**src/rtl/pc_unit.sv**
```systemverilog
// ============================================================================
// pc_unit -- program counter sequencer with optional return-address stack
//
// Purpose
//   Holds the fetch PC and chooses its next value each cycle. A two-state FSM
//   (IDLE / RUN) gates fetching. In RUN the next PC is chosen by strict
//   priority: exception, stall (hold), redirect, predicted return, and
//   finally the sequential PC+INC. A small circular return-address stack
//   (RAS) predicts return targets.
//
// Configuration
//   PC_UNIT_RAS_EN  defined   : RAS storage and push/pop logic present.
//                   undefined : no RAS; call_i/ret_i ignored; RAS status
//                               outputs tied to empty / not full / no error.
//
// Parameters
//   ADDR_W     address width
//   RESET_VEC  PC after reset and first fetch address
//   EXC_VEC    PC loaded on exception
//   INC        sequential increment
//   RAS_DEPTH  RAS entries (power of two, >= 2)
//
// Ports
//   clk            in   clock, rising edge
//   rst            in   asynchronous active-low reset
//   start          in   IDLE -> RUN
//   halt           in   RUN -> IDLE, PC held
//   stall          in   hold PC this cycle
//   redirect_valid in   branch/jump taken
//   redirect_addr  in   branch/jump target (low two bits dropped)
//   exc_req        in   exception request
//   call_i         in   call: push PC+INC
//   ret_i          in   return: pop predicted target
//   pc_o           out  current PC (registered)
//   pc_plus_o      out  pc_o + INC (combinational, wraps)
//   epc_o          out  PC captured at last exception
//   running_o      out  high in RUN
//   ras_empty_o    out  RAS empty
//   ras_full_o     out  RAS full
//   ras_err_o      out  sticky RAS underflow/overflow
// ============================================================================
module pc_unit #(
    parameter int unsigned        ADDR_W    = 32,
    parameter logic [ADDR_W-1:0]  RESET_VEC = '0,
    parameter logic [ADDR_W-1:0]  EXC_VEC   = 'h180,
    parameter int unsigned        INC       = 4,
    parameter int unsigned        RAS_DEPTH = 4
) (
    input  logic              clk,
    input  logic              rst,
    input  logic              start,
    input  logic              halt,
    input  logic              stall,
    input  logic              redirect_valid,
    input  logic [ADDR_W-1:0] redirect_addr,
    input  logic              exc_req,
    input  logic              call_i,
    input  logic              ret_i,
    output logic [ADDR_W-1:0] pc_o,
    output logic [ADDR_W-1:0] pc_plus_o,
    output logic [ADDR_W-1:0] epc_o,
    output logic              running_o,
    output logic              ras_empty_o,
    output logic              ras_full_o,
    output logic              ras_err_o
);

    typedef enum logic {
        IDLE = 1'b0,
        RUN  = 1'b1
    } state_t;

    state_t            state_q, state_d;
    logic [ADDR_W-1:0] pc_q, pc_d;
    logic [ADDR_W-1:0] epc_q, epc_d;
    logic [ADDR_W-1:0] pc_plus;

    // advance: the PC moves this edge (RUN, no exception, no halt, no stall);
    // stack pushes/pops are only allowed on such edges.
    logic              advance;
    logic              take_exc;

    // RAS view used by the PC mux; driven by either build of the stack.
    logic              ras_empty;
    logic              ras_full;
    logic              ras_err;
    logic [ADDR_W-1:0] ras_top;

    // Instruction addresses are word aligned: drop the two low bits.
    function automatic logic [ADDR_W-1:0] word_align(input logic [ADDR_W-1:0] a);
        return {a[ADDR_W-1:2], 2'b00};
    endfunction

    assign pc_plus = pc_q + ADDR_W'(INC);

    // ------------------------------------------------------------------
    // FSM state and PC registers
    // ------------------------------------------------------------------
    always_ff @(posedge clk or negedge rst) begin
        if (!rst) begin
            state_q <= IDLE;
            pc_q    <= RESET_VEC;
            epc_q   <= '0;
        end else begin
            state_q <= state_d;
            pc_q    <= pc_d;
            epc_q   <= epc_d;
        end
    end

    // ------------------------------------------------------------------
    // Next-state / next-PC selection
    // ------------------------------------------------------------------
    always_comb begin
        state_d  = state_q;
        pc_d     = pc_q;
        epc_d    = epc_q;
        advance  = 1'b0;
        take_exc = 1'b0;

        case (state_q)
            IDLE: begin
                // The start edge itself does not move the PC, so the first
                // fetch in RUN is the value held here.
                if (start) begin
                    state_d = RUN;
                end
            end
            RUN: begin
                if (exc_req) begin
                    // Exception outranks halt and stall.
                    take_exc = 1'b1;
                    pc_d     = EXC_VEC;
                    epc_d    = pc_q;
                end else if (halt) begin
                    state_d = IDLE;
                end else if (stall) begin
                    pc_d = pc_q;
                end else begin
                    advance = 1'b1;
                    if (redirect_valid) begin
                        pc_d = word_align(redirect_addr);
                    end else if (ret_i && !ras_empty) begin
                        pc_d = word_align(ras_top);
                    end else begin
                        pc_d = pc_plus;
                    end
                end
            end
            default: begin
                state_d = IDLE;
            end
        endcase
    end

`ifdef PC_UNIT_RAS_EN
    // ------------------------------------------------------------------
    // Return-address stack: circular buffer addressed by a top pointer.
    // A push when full simply advances the pointer onto the oldest slot,
    // which is what makes overflow overwrite the oldest entry.
    // ------------------------------------------------------------------
    localparam int unsigned PTR_W = $clog2(RAS_DEPTH);
    localparam int unsigned CNT_W = $clog2(RAS_DEPTH + 1);

    logic [ADDR_W-1:0] ras_mem [RAS_DEPTH];
    logic [PTR_W-1:0]  top_q, top_d;
    logic [CNT_W-1:0]  cnt_q, cnt_d;
    logic              err_q, err_d;
    logic              wr_en;
    logic [PTR_W-1:0]  wr_ptr;
    logic              do_push;
    logic              do_pop;
    logic              underflow;
    logic              overflow;

    assign ras_empty = (cnt_q == '0);
    assign ras_full  = (cnt_q == CNT_W'(RAS_DEPTH));
    assign ras_err   = err_q;
    assign ras_top   = ras_mem[top_q];

    // A redirect suppresses the pop (its target wins), but never the push.
    assign do_pop    = advance && ret_i && !redirect_valid && !ras_empty;
    assign underflow = advance && ret_i && !redirect_valid &&  ras_empty;
    assign do_push   = advance && call_i;
    // With a simultaneous pop the push reuses the freed slot: no overflow.
    assign overflow  = do_push && !do_pop && ras_full;

    always_comb begin
        top_d  = top_q;
        cnt_d  = cnt_q;
        err_d  = err_q;
        wr_en  = 1'b0;
        wr_ptr = top_q;

        if (take_exc) begin
            cnt_d = '0;
        end else begin
            if (do_pop && do_push) begin
                // Pop then push: overwrite the top in place.
                wr_en  = 1'b1;
                wr_ptr = top_q;
            end else if (do_pop) begin
                top_d = top_q - PTR_W'(1);
                cnt_d = cnt_q - CNT_W'(1);
            end else if (do_push) begin
                top_d  = top_q + PTR_W'(1);
                wr_en  = 1'b1;
                wr_ptr = top_q + PTR_W'(1);
                if (!ras_full) begin
                    cnt_d = cnt_q + CNT_W'(1);
                end
            end
            if (underflow || overflow) begin
                err_d = 1'b1;
            end
        end
    end

    always_ff @(posedge clk or negedge rst) begin
        if (!rst) begin
            top_q <= '0;
            cnt_q <= '0;
            err_q <= 1'b0;
        end else begin
            top_q <= top_d;
            cnt_q <= cnt_d;
            err_q <= err_d;
        end
    end

    // Entry storage needs no reset: the count alone defines validity.
    always_ff @(posedge clk) begin
        if (wr_en) begin
            ras_mem[wr_ptr] <= pc_plus;
        end
    end
`else
    // No stack: return never predicts, status outputs are constant.
    assign ras_empty = 1'b1;
    assign ras_full  = 1'b0;
    assign ras_err   = 1'b0;
    assign ras_top   = '0;

    logic ras_unused;
    assign ras_unused = ^{advance, take_exc, call_i, ret_i};
`endif

    assign pc_o        = pc_q;
    assign pc_plus_o   = pc_plus;
    assign epc_o       = epc_q;
    assign running_o   = (state_q == RUN);
    assign ras_empty_o = ras_empty;
    assign ras_full_o  = ras_full;
    assign ras_err_o   = ras_err;

endmodule
```
**config.mk**
```make
export PLATFORM = sky130hd
export DESIGN_NAME = pc_unit
export DESIGN_NICKNAME = d
export VERILOG_FILES = /design/src/rtl/pc_unit.sv
export SDC_FILE = /design/constraint.sdc
export NUM_CORES = 1
export LEC_CHECK = 0
export CORE_AREA = 3 3 91 93
export CTS_BUF_LIST = sky130_fd_sc_hd__clkbuf_2 sky130_fd_sc_hd__clkbuf_4 sky130_fd_sc_hd__clkbuf_8
export DETAILED_ROUTE_END_ITERATION = 7
export DIE_AREA = 0 0 94 96
export GPL_TIMING_DRIVEN = 0
export PLACE_DENSITY = 0.88
export SETUP_SLACK_MARGIN = 0.5
export SLEW_MARGIN = 25
export SYNTH_ARGS = -nofsm -noshare
export SYNTH_HDL_FRONTEND = slang
export SYNTH_SLANG_ARGS = --single-unit
```
**constraint.sdc**
```tcl
create_clock -name clk -period 3.9 [get_ports clk]
set_input_delay 0.78 -clock clk [delete_from_list [all_inputs] [get_ports clk]]
set_output_delay 0.78 -clock clk [all_outputs]
set_load 0.02 [all_outputs]
```
**Word-level counts from Yosys, hierarchy flattened**

Index checks and enable logic that the tools add are counted.

- Add/subtract/negate cells: 1
- Equality and inequality tests: 2
- Multiplexer cells: 8
- Bitwise logic cells: 1
- Reduce and logical (&&, ||, !) cells: 2

Operator list:

| cell | count |
|---|---|
| $mux 32 | 4 |
| $add 32x3->32 const B | 1 |
| $ne 2x1->1 const B | 2 |
| $mux 1 | 3 |
| $reduce_and 3->1 | 1 |
| $pmux 1 s2 | 1 |
| $reduce_and 2->1 | 1 |
| $not 1->1 | 1 |

- Bits in registers: 65
- Bits of input ports: 41
- Word-level logic and storage cells: 17

**Longest topological paths before layout**

Gate-level depths: netlist (run 1).

- Depth after elaboration: 5
- Depth in mapped cells: 7

**Worst setup path after synthesis (run 1)**

OpenSTA, ideal clock, no wires.

- Kind: reg2out
- Start: register pc_q[2], in the netlist pc_o[2]
- End: output port pc_plus_o[24]
- Arrival time: 1.975 ns
- Slack: 1.145 ns
- Cell stages (with the launch flop): 7
- Cell sequence: dfrtp_1 -> ha_1 -> nand3_1 -> nor2_2 -> buf_2 -> nand3_1 -> xnor2_1

- Word-level cells in the longest chain between the ends: 1

Ends and longest elaborated chain:

| item | RTL line | text |
|---|---|---|
| start: declaration | 74 | `logic [ADDR_W-1:0] pc_q, pc_d;` |
| start signal: assignment | 106 | `pc_q <= pc_d;` |
| $add 32x3->32 | 94 | `assign pc_plus = pc_q + ADDR_W'(INC);` |
| end: declaration | 60 | `output logic [ADDR_W-1:0] pc_plus_o,` |

No other way between the ends.

**Worst setup path in the final report (run 1)**

- Start: register pc_q[6], in the netlist pc_o[6]
- End: output port pc_plus_o[14]

The elaborated chain is that of the path after synthesis.

==> results of run 1 <==
==> flip-flops by register name, summed over array words and instances, names as in the netlist <==
signal / cells
epc_o: 30
pc_o: 30
running_o: 1
==> repair_timing <==
item                                    4_1_cts  5_1_grt
resized for setup                            27       10
setup buffers                                 9        1
pin swaps                                     5        2
hold endpoints to repair                      0        0
hold buffers                                  0        0
cloned                                        0        0
endpoints found under the setup margin       20        9
==> power groups by stage <==
stage                     sequential [mW]  clock [mW]  combinational [mW]
final                               0.719       0.540               0.457
after global routing                0.725       0.565               0.483
after CTS                           0.718       0.536               0.456
after detailed placement            0.727           0               0.456
after global placement              0.724           0               0.448
after floorplan                     0.774           0               0.177
==> final cells by class <==
type                       count  share of cell area (%)
clock inverter                 7                    1.03
clock buffer                   9                    2.22
timing repair buffer         138                    24.6
tap                          102                    2.28
sequential                    61                    27.4
inverter                       7                   0.470
multi-input combinational    283                    37.6
buffer                        46                    4.41
==> metrics by stage <==
step           utilization (%)  power (mW)  std cells
2_1_floorplan                -       0.951        397
3_3_place_gp              68.5        1.17        626
3_5_place_dp              68.7        1.18        627
4_1_cts                   73.0        1.71        652
5_1_grt                   73.4        1.77        653
6_report                  73.4        1.72        653
==> placed cells by master, fill, tap and decap left out, types with 5 or more instances in the layout <==
| cell type | synthesis | final |
|---|---|---|
| dlymetal6s2s_1 | 0 | 8 |
| mux2_2 | 24 | 24 |
| buf_2 | 12 | 10 |
| a32oi_1 | 10 | 10 |
| nor2_1 | 14 | 13 |
| o2bb2ai_1 | 5 | 5 |
| clkbuf_1 | 16 | 16 |
| clkdlybuf4s50_1 | 0 | 109 |
| buf_1 | 5 | 5 |
| nor4_4 | 3 | 5 |
| a22oi_1 | 5 | 5 |
| nor3_1 | 11 | 11 |
| a21oi_1 | 11 | 11 |
| nand3_1 | 17 | 14 |
| xnor2_1 | 19 | 19 |
| dfrtp_1 | 61 | 57 |
| dlygate4sd2_1 | 0 | 9 |
| xor2_1 | 9 | 9 |
| clkbuf_8 | 0 | 9 |
| nand3b_1 | 10 | 10 |
| buf_4 | 10 | 23 |
| o22ai_1 | 5 | 5 |
| nand2_1 | 30 | 30 |
| nand4_1 | 12 | 12 |
| a31o_2 | 7 | 7 |
| conb_1 | 2 | 9 |
| or3_1 | 6 | 6 |
| o211ai_1 | 5 | 5 |
| inv_1 | 7 | 7 |
| o21ai_0 | 13 | 13 |
| and3_1 | 6 | 6 |
==> logic make-up (layout without fill, tap and decap cells) <==
logic type,count (synthesis),count (layout),share of synthesized area (%)
muxes,26,26,7.67
buffers and inverters,53,207,7.08
adders and majority gates,1,1,0.331
and+or+nand+nor,136,136,21.8
AOI/OAI and AO/OA,83,83,16.1
DFF,61,61,40.3
other,2,9,0.198
xor gates and xnor gates,28,28,6.48
==> worst paths after layout <==
check                                 to       from  slack [ps]  cells after the start
min in group clk                epc_o[9]   epc_o[9]         490                      2
max                        pc_plus_o[14]    pc_o[6]         590                      6
min reg2reg                     epc_o[9]   epc_o[9]         490                      2
min                             pc_o[26]        rst         330                      1
max reg2reg                     pc_o[27]  running_o        1920                      6
max in group asynchronous        pc_o[3]        rst        3040                      2
==> per-layer routing <==
metal,vias to the layer above,routed length (um),GRT usage (%)
li1,1740,-,-
met1,1872,5270,37.8
met2,241,6320,47.4
met3,46,1100,4.61
met4,0,405,14.3
met5,-,0,0
==> worst reg2reg max path, cell delays in order (launching register included) <==
cell and delay (ps):
dfrtp_1 470, or4b_1 520, buf_2 240, nor2_4 150
buf_4 220, nand2_1 80, o221ai_1 220
==> run metrics, run 1 <==
clock share of power=31.5%; Placement Cell Area=5230 um2; CTS tree=yes; Top delay family on crit path=buffers and inverters; Final Hold Fails=0; Final WS setup=591 ps; unrepaired setup endpoints after global routing=true; PD cells=307 nW/um2; die area=9020 um2; P_sw=0.594 mW; number of global-route vias before repair=3,882; initial core utilization=49.7%; per-cell routed wire length=20.1 um; setup_tns=0 ps; PortBufs=127; hold slack=330 ps; Leak=2.48 nW; IO Count=141; Slew Limit Fails=0; Final HPWL DP=9.29 mm; most common cell in the netlist=dfrtp_1; Yosys top cell by area=dfrtp_1; max-cap violations=0; HP Class=in -> async; Ys Warns=0; top cells by count, synth=dfrtp_1 (61), nand2_1 (30), mux2_2 (24); Max VDD drop=197 uV; post-route cell area=5590 um2; Clock Skew=8.59 ps; drt pass-1 iters=6; critical path, cell by cell=clkbuf_2 > nand4_2 > buf_6 > nor4_2 > xor2_1 > clkdlybuf4s50_1; P_int=1.12 mW; grt ovf=0; crit-path max FO=10; die width=94 um; Clock Sink Count=61; gpl congestion=0.910; dpl ws=389 ps; Die Ht=96 um; Slowest cell on crit path=clkdlybuf4s50_1; fmax=0.302 GHz; Synth async-reset ratio=100%; Data required, critical path=3120 ps; type of origin of the critical path=register; number of H-tree levels=3; crit path DAT=2530 ps; Post-Syn Instances=390; Clk pin slew, worst setup/hold paths=80 ps; Area Overhead vs Synth=47.6%; clock tree buffer depth=2; Initial DRC Count=340; Vias=3,899; Post-Syn Area=3780 um2; Num CTS Buffers=9; initial antenna violation count=0; Seq/Total Area, Yosys=40.3%; Detail Route Antenna Nets=0; Synth cell types=60; # setup viols final=0; post-route clock period utilization=84.9%; Comb power frac=26.7%; Fill cells=576; number of synthesized register bits=61; Reg power frac=41.9%; routed wire length=13.1 mm; status=completed; row count=32; # diodes=0; core area=7610 um2; total track usage=29.1%; layout cell share with drive strength beyond 1=19.8%; Crit path largest cell delay=630 ps; # nets final=588; Clock Tree Root=clkbuf_8; Net Sw Frac=34.6%; Mapped Avg Cell Area=9.70 um2; CP Buf/Inv Count=3; min cycle time layout=3310 ps; crit path capture type=primary output; clk_lat worst skew=370 ps; Worst Tran Pin Value=725 ps; Residual DRC=0; Main synth FF type=dfrtp_1; pin count of the biggest net entering global routing=35; Post-synth EDFFs=0; top post-synthesis cells by area=dfrtp_1 (40%), mux2_2 (7.1%), xnor2_1 (4.4%), nand2_1 (3.0%), a32oi_1 (2.3%); first-pass GRT wire length=20.1 mm; relative slew slack=51.6%; area share of the largest cell type after synthesis=40.3%; FF/Latch Area=1530 um2; vias per cell=5.97; area occupied by multi-input gates=2100 um2; CP Class=reg -> out
No activity file was read; power rests on OpenSTA's default activity.
==> inputs of run 2 (changes only) <==
CORE_AREA = 3 3 99 101   (was 3 3 91 93)
DIE_AREA = 0 0 102 104   (was 0 0 94 96)
PLACE_DENSITY = 0.79   (was 0.88)
clock period = 2.8 ns   (was 3.9 ns; I/O delays follow)
==> run 2 against run 1 <==
  * Clock power grew 51%
  * Clock skew grew 2.9 ps
  * Largest cell class unchanged
  * Worst hold slack lost 210 ps
  * Worst setup slack got worse by 430 ps
  * Count of clock-buffer cells in the layout is 1 higher
  * Critical path depth is 2 higher
  * Largest power group unchanged
  * Combinational power grew 66%
  * Routed wire length is 33% higher
==> run metrics, run 2 (synthesis results as in run 1) <==
status=completed; first-pass GRT wire length=24.3 mm; Final Hold Fails=0; Clock Sink Count=61; Most Crowded Layer GR=met2; min cycle time layout=2640 ps; P_sw=0.862 mW; number of global-route vias before repair=4,566; Worst path most repeated cell=buf_4; pin count of the biggest net entering global routing=37; Clock Tree Root=clkbuf_8; P_int=1.72 mW; Critical Path End=pc_plus_o[31]; grt ovf=0; number of H-tree levels=3; Slowest cell on crit path=dfrtp_1; Final HPWL DP=9.33 mm; Die Ht=104 um; max-cap violations=0; # nets final=669; drt pass-1 iters=6; Slew Limit Fails=0; Residual DRC=0; met2 GRT Util=44.4%; initial core utilization=41.5%; setup_tns=0 ps; vias per cell=6.41; per-cell routed wire length=23.5 um; Reg-to-Reg End=pc_o[12]; crit path capture type=primary output; Comb power frac=29.4%; clk_lat worst skew=370 ps; fin cells=743; Leak=3.08 nW; type of origin of the critical path=register; initial antenna violation count=0; Vias=4,760; Crit. Startpoint=pc_o[23]; total track usage=29.1%; PortBufs=127; layout cell share with drive strength beyond 1=43.8%; # diodes=0; # setup viols final=0; Num CTS Buffers=9; core area=9110 um2; crit-path max FO=10; IO Count=141; Initial DRC Count=773; PD cells=384 nW/um2; placed cells=636; Worst Tran Pin Value=742 ps; met1 usage in global routing=37.0%; Clock Skew=11.4 ps; unrepaired setup endpoints after global routing=true; FF-to-FF path depth=9; R2R Path Start=pc_o[3]; Fill cells=546; post-route cell area=6720 um2; Detail Route Antenna Nets=0; relative slew slack=50.5%; row count=35; Clk pin slew, worst setup/hold paths=70 ps; die width=102 um; flop-to-flop setup slack=800 ps; critical path, cell by cell=buf_6 > nand4_1 > buf_4 > nor4_4 > buf_4 > nand3_4 > xnor2_2 > buf_4; Net Sw Frac=33.4%; CTS Hold Buffers Added=0; crit path DAT=2080 ps; most frequent cells in the layout=buf_4 (101), clkdlybuf4s50_1 (96), dfrtp_1 (43), buf_6 (31); Placement Cell Area=5420 um2; CP Class=reg -> out; Reg power frac=38.9%; CTS tree=yes; Area Overhead vs Synth=77.6%; post-route clock period utilization=94.3%; Data required, critical path=2240 ps; clock tree buffer depth=2; Crit path largest cell delay=420 ps; fmax=0.379 GHz; die area=10,600 um2; gpl congestion=0.943; HP Class=in -> async; M3 GR Usage=8.52%; clock share of power=31.6%; commonest non-fill, non-tap cell in the layout=buf_4; Max VDD drop=260 uV; routed wire length=17.5 mm
[run 2: changes by cell type in the layout (fill, tap and decap cells not counted), moves of 12 or more]
cell,change
buf_4,+78
xnor2_2,+12
dfrtp_2,+14
clkdlybuf4s50_1,-13
dfrtp_1,-14
buf_6,+29
xnor2_1,-13
[run 2: repair_timing]
action / in CTS / in global routing
pin swaps: 27 / 10
setup buffers: 62 / 27
resized for setup: 196 / 56
cloned: 2 / 0
setup endpoints to repair: 28 / 63
[run 2: final cells by class]
class	instances	area, um2	share of cell area, %
multi-input cells	283	2420	36.1
repair buffers	219	2030	30.1
flip-flops and latches	61	1550	23.0
plain buffers	46	362	5.38
well taps	111	139	2.07
clock buffers	10	131	1.95
clock inverters	6	63.8	0.950
inverters	7	26.3	0.391
[run 2: critical path, delay by kind of cell (launching register included)]
family	cells	cell delay [ps]
XOR/XNOR	1	150
flip-flops	1	420
AND/OR/NAND/NOR	3	400
buffers and inverters	4	730
[run 2: metal layers]
| layer | wire (um) | vias to the layer above |
|---|---|---|
| met1 | 6180 | 2234 |
| li1 | - | 1904 |
| met3 | 2110 | 155 |
| met4 | 1250 | 0 |
| met5 | 0 | - |
| met2 | 7930 | 467 |
[run 2: power by group through the flow]
stage | combinational [mW] | clock [mW] | sequential, mW
after floorplan | 0.259 | 0 | 1.08
after global placement | 0.640 | 0 | 1.01
after detailed placement | 0.651 | 0 | 1.02
after CTS | 0.704 | 0.796 | 0.998
after global routing | 0.790 | 0.858 | 1.01
final | 0.759 | 0.815 | 1.00
[run 2: worst min path at each step]
stage,startpoint,cells after the start,endpoint
CTS,rst,1,epc_o[24]
global placement,epc_o[9],2,epc_o[9]
finish,rst,1,pc_o[20]
detailed placement,epc_o[9],2,epc_o[9]
floorplan,rst,0,epc_o[10]
global route,rst,1,epc_o[24]
[run 2: per-stage QoR]
| step | power [mW] | worst slack, ps | utilization [%] | hold WS (ps) |
|---|---|---|---|---|
| floorplan | 1.34 | 462 | - | 264 |
| global placement | 1.65 | -1160 | 59.3 | 468 |
| detailed placement | 1.67 | -222 | 59.5 | 476 |
| CTS | 2.50 | 243 | 70.0 | 138 |
| global route | 2.66 | 95.7 | 73.8 | 128 |
| finish | 2.58 | 158 | 73.8 | 123 |
==> inputs of run 3 (changes only) <==
SETUP_SLACK_MARGIN = not set   (was 0.5)
==> run 3 against run 2 <==
  * Combinational power shrank 15%
  * Sequential power is essentially flat
  * Sequential share of layout area grew 3.5 points
  * Count of clock-buffer cells in the layout shrank 1
  * Global-route usage shrank 3.7 points
  * Cell area shrank 14%
  * Total power shrank 5.0%
  * Register-to-register slack is essentially flat
  * Critical path depth is the same
  * Final cell count shrank 8.7%
  * Largest cell class unchanged
  * Largest power group unchanged
==> run metrics, run 3 (synthesis results as in run 1) <==
row count=35; dpl ws=-493 ps; min cycle time layout=2740 ps; drt pass-1 iters=5; # nets final=604; initial core utilization=41.5%; number of H-tree levels=3; post-route cell area=5810 um2; pin count of the biggest net entering global routing=40; Area Overhead vs Synth=53.4%; post-route clock period utilization=97.7%; relative slew slack=52.9%; status=completed; Crit path largest cell delay=360 ps; Clock Tree Root=clkbuf_8; flop-to-flop setup slack=810 ps; per-cell routed wire length=20.1 um; # setup viols final=0; Placement Cell Area=5240 um2; CTS tree=yes; die width=102 um; crit path DAT=2180 ps; Tot Pwr=2.45 mW; core area=9110 um2; routed wire length=13.6 mm; Max VDD drop=278 uV; die area=10,600 um2; fmax=0.365 GHz; Clock Skew=7.80 ps; Data required, critical path=2240 ps; Reg-to-Reg End=pc_o[19]; Leak=2.50 nW; vias per cell=5.86; initial antenna violation count=0; grt ovf=0; layout cell share with drive strength beyond 1=27.5%; crit-path max FO=8; number of global-route vias before repair=3,951; HP Class=in -> async; crit path capture type=primary output; Worst Tran Pin Value=707 ps; Detail Route Antenna Nets=0; post-layout util=63.7%; Die Ht=104 um; clock tree buffer depth=2; Residual DRC=0; critical path, cell by cell=buf_4 > nand4_4 > buf_12 > nor2_4 > buf_4 > and3_1 > xor2_1 > clkdlybuf4s15_2; # diodes=0; commonest non-fill, non-tap cell in the layout=clkdlybuf4s50_1; Final WS setup=63.7 ps; gpl congestion=0.899; PD cells=422 nW/um2; R2R Path Start=pc_o[7]; total track usage=25.4%; type of origin of the critical path=register; Slew Limit Fails=0; max-cap violations=0; first-pass GRT wire length=21.1 mm; clk_lat worst skew=350 ps; Clock Sink Count=61; PortBufs=127; CP Class=reg -> out; Final Hold Fails=0; CTS Hold Buffers Added=0; FF-to-FF path depth=7; Vias=3,972; IO Count=141; Fill cells=750; Initial DRC Count=394; Worst path most repeated cell=buf_4; Clk pin slew, worst setup/hold paths=70 ps; hold slack=96.7 ps; Final HPWL DP=9.36 mm; most frequent cells in the layout=clkdlybuf4s50_1 (101), dfrtp_1 (51), buf_4 (47), nand2_1 (29), mux2_2 (24); Slowest cell on crit path=dfrtp_1; Num CTS Buffers=9
-- run 3: power breakdown --
part	internal [mW]	leakage [nW]	switching (mW)	total [mW]
Sequential	0.942	0.802	0.0671	1.01
Combinational	0.299	1.60	0.344	0.643
Clock	0.413	0.0954	0.383	0.796
Total	1.65	2.50	0.794	2.45
-- run 3: area by class of cell --
class                   count  area, um2  share of cell area (%)
clock buffers               9        124                    2.13
multi-input cells         283       2150                    37.0
flip-flops and latches     61       1540                    26.5
inverters                   7       26.3                   0.453
well taps                 111        139                    2.39
repair buffers            158       1480                    25.4
plain buffers              42        277                    4.76
clock inverters             7       76.3                    1.31
-- run 3: timing repair --
action                                  in CTS  in global routing
endpoints found under the setup margin      25                 22
gates resized for setup                     92                 39
cloned                                       0                  1
pin swaps                                    9                  6
buffers inserted                            18                 11
-- run 3: worst max-delay path: cells and delay by family (launching register included) --
kind                      cells  cell delay, ps
buffers and inverters         4             810
DFF                           1             360
and+or+nand+nor               3             500
xor gates and xnor gates      1             180
-- run 3: worst max-delay path by stage --
stage | startpoint | slack [ps] | end | cells past startpoint
6_report | pc_o[7] | 60 | pc_plus_o[21] | 8
5_1_grt | pc_o[7] | -30 | pc_plus_o[30] | 8
4_1_cts | pc_o[6] | -20 | pc_plus_o[28] | 8
3_5_place_dp | pc_o[2] | -490 | pc_plus_o[28] | 7
3_3_place_gp | rst | -820 | epc_o[14] | 1
2_1_floorplan | pc_o[2] | 270 | pc_plus_o[24] | 6
-- run 3: through the flow --
step,instances,TNS (ps)
2_1_floorplan,397,0
3_3_place_gp,635,-55400
3_5_place_dp,636,-5600
4_1_cts,666,-45.6
5_1_grt,678,-122
6_report,678,0
-- run 3: routing by layer --
layer	track usage [%]	routed length, um	vias up
li1	-	-	1779
met5	0	0	-
met2	39.4	6520	253
met3	3.96	1110	39
met4	11.2	354	0
met1	34.8	5610	1901
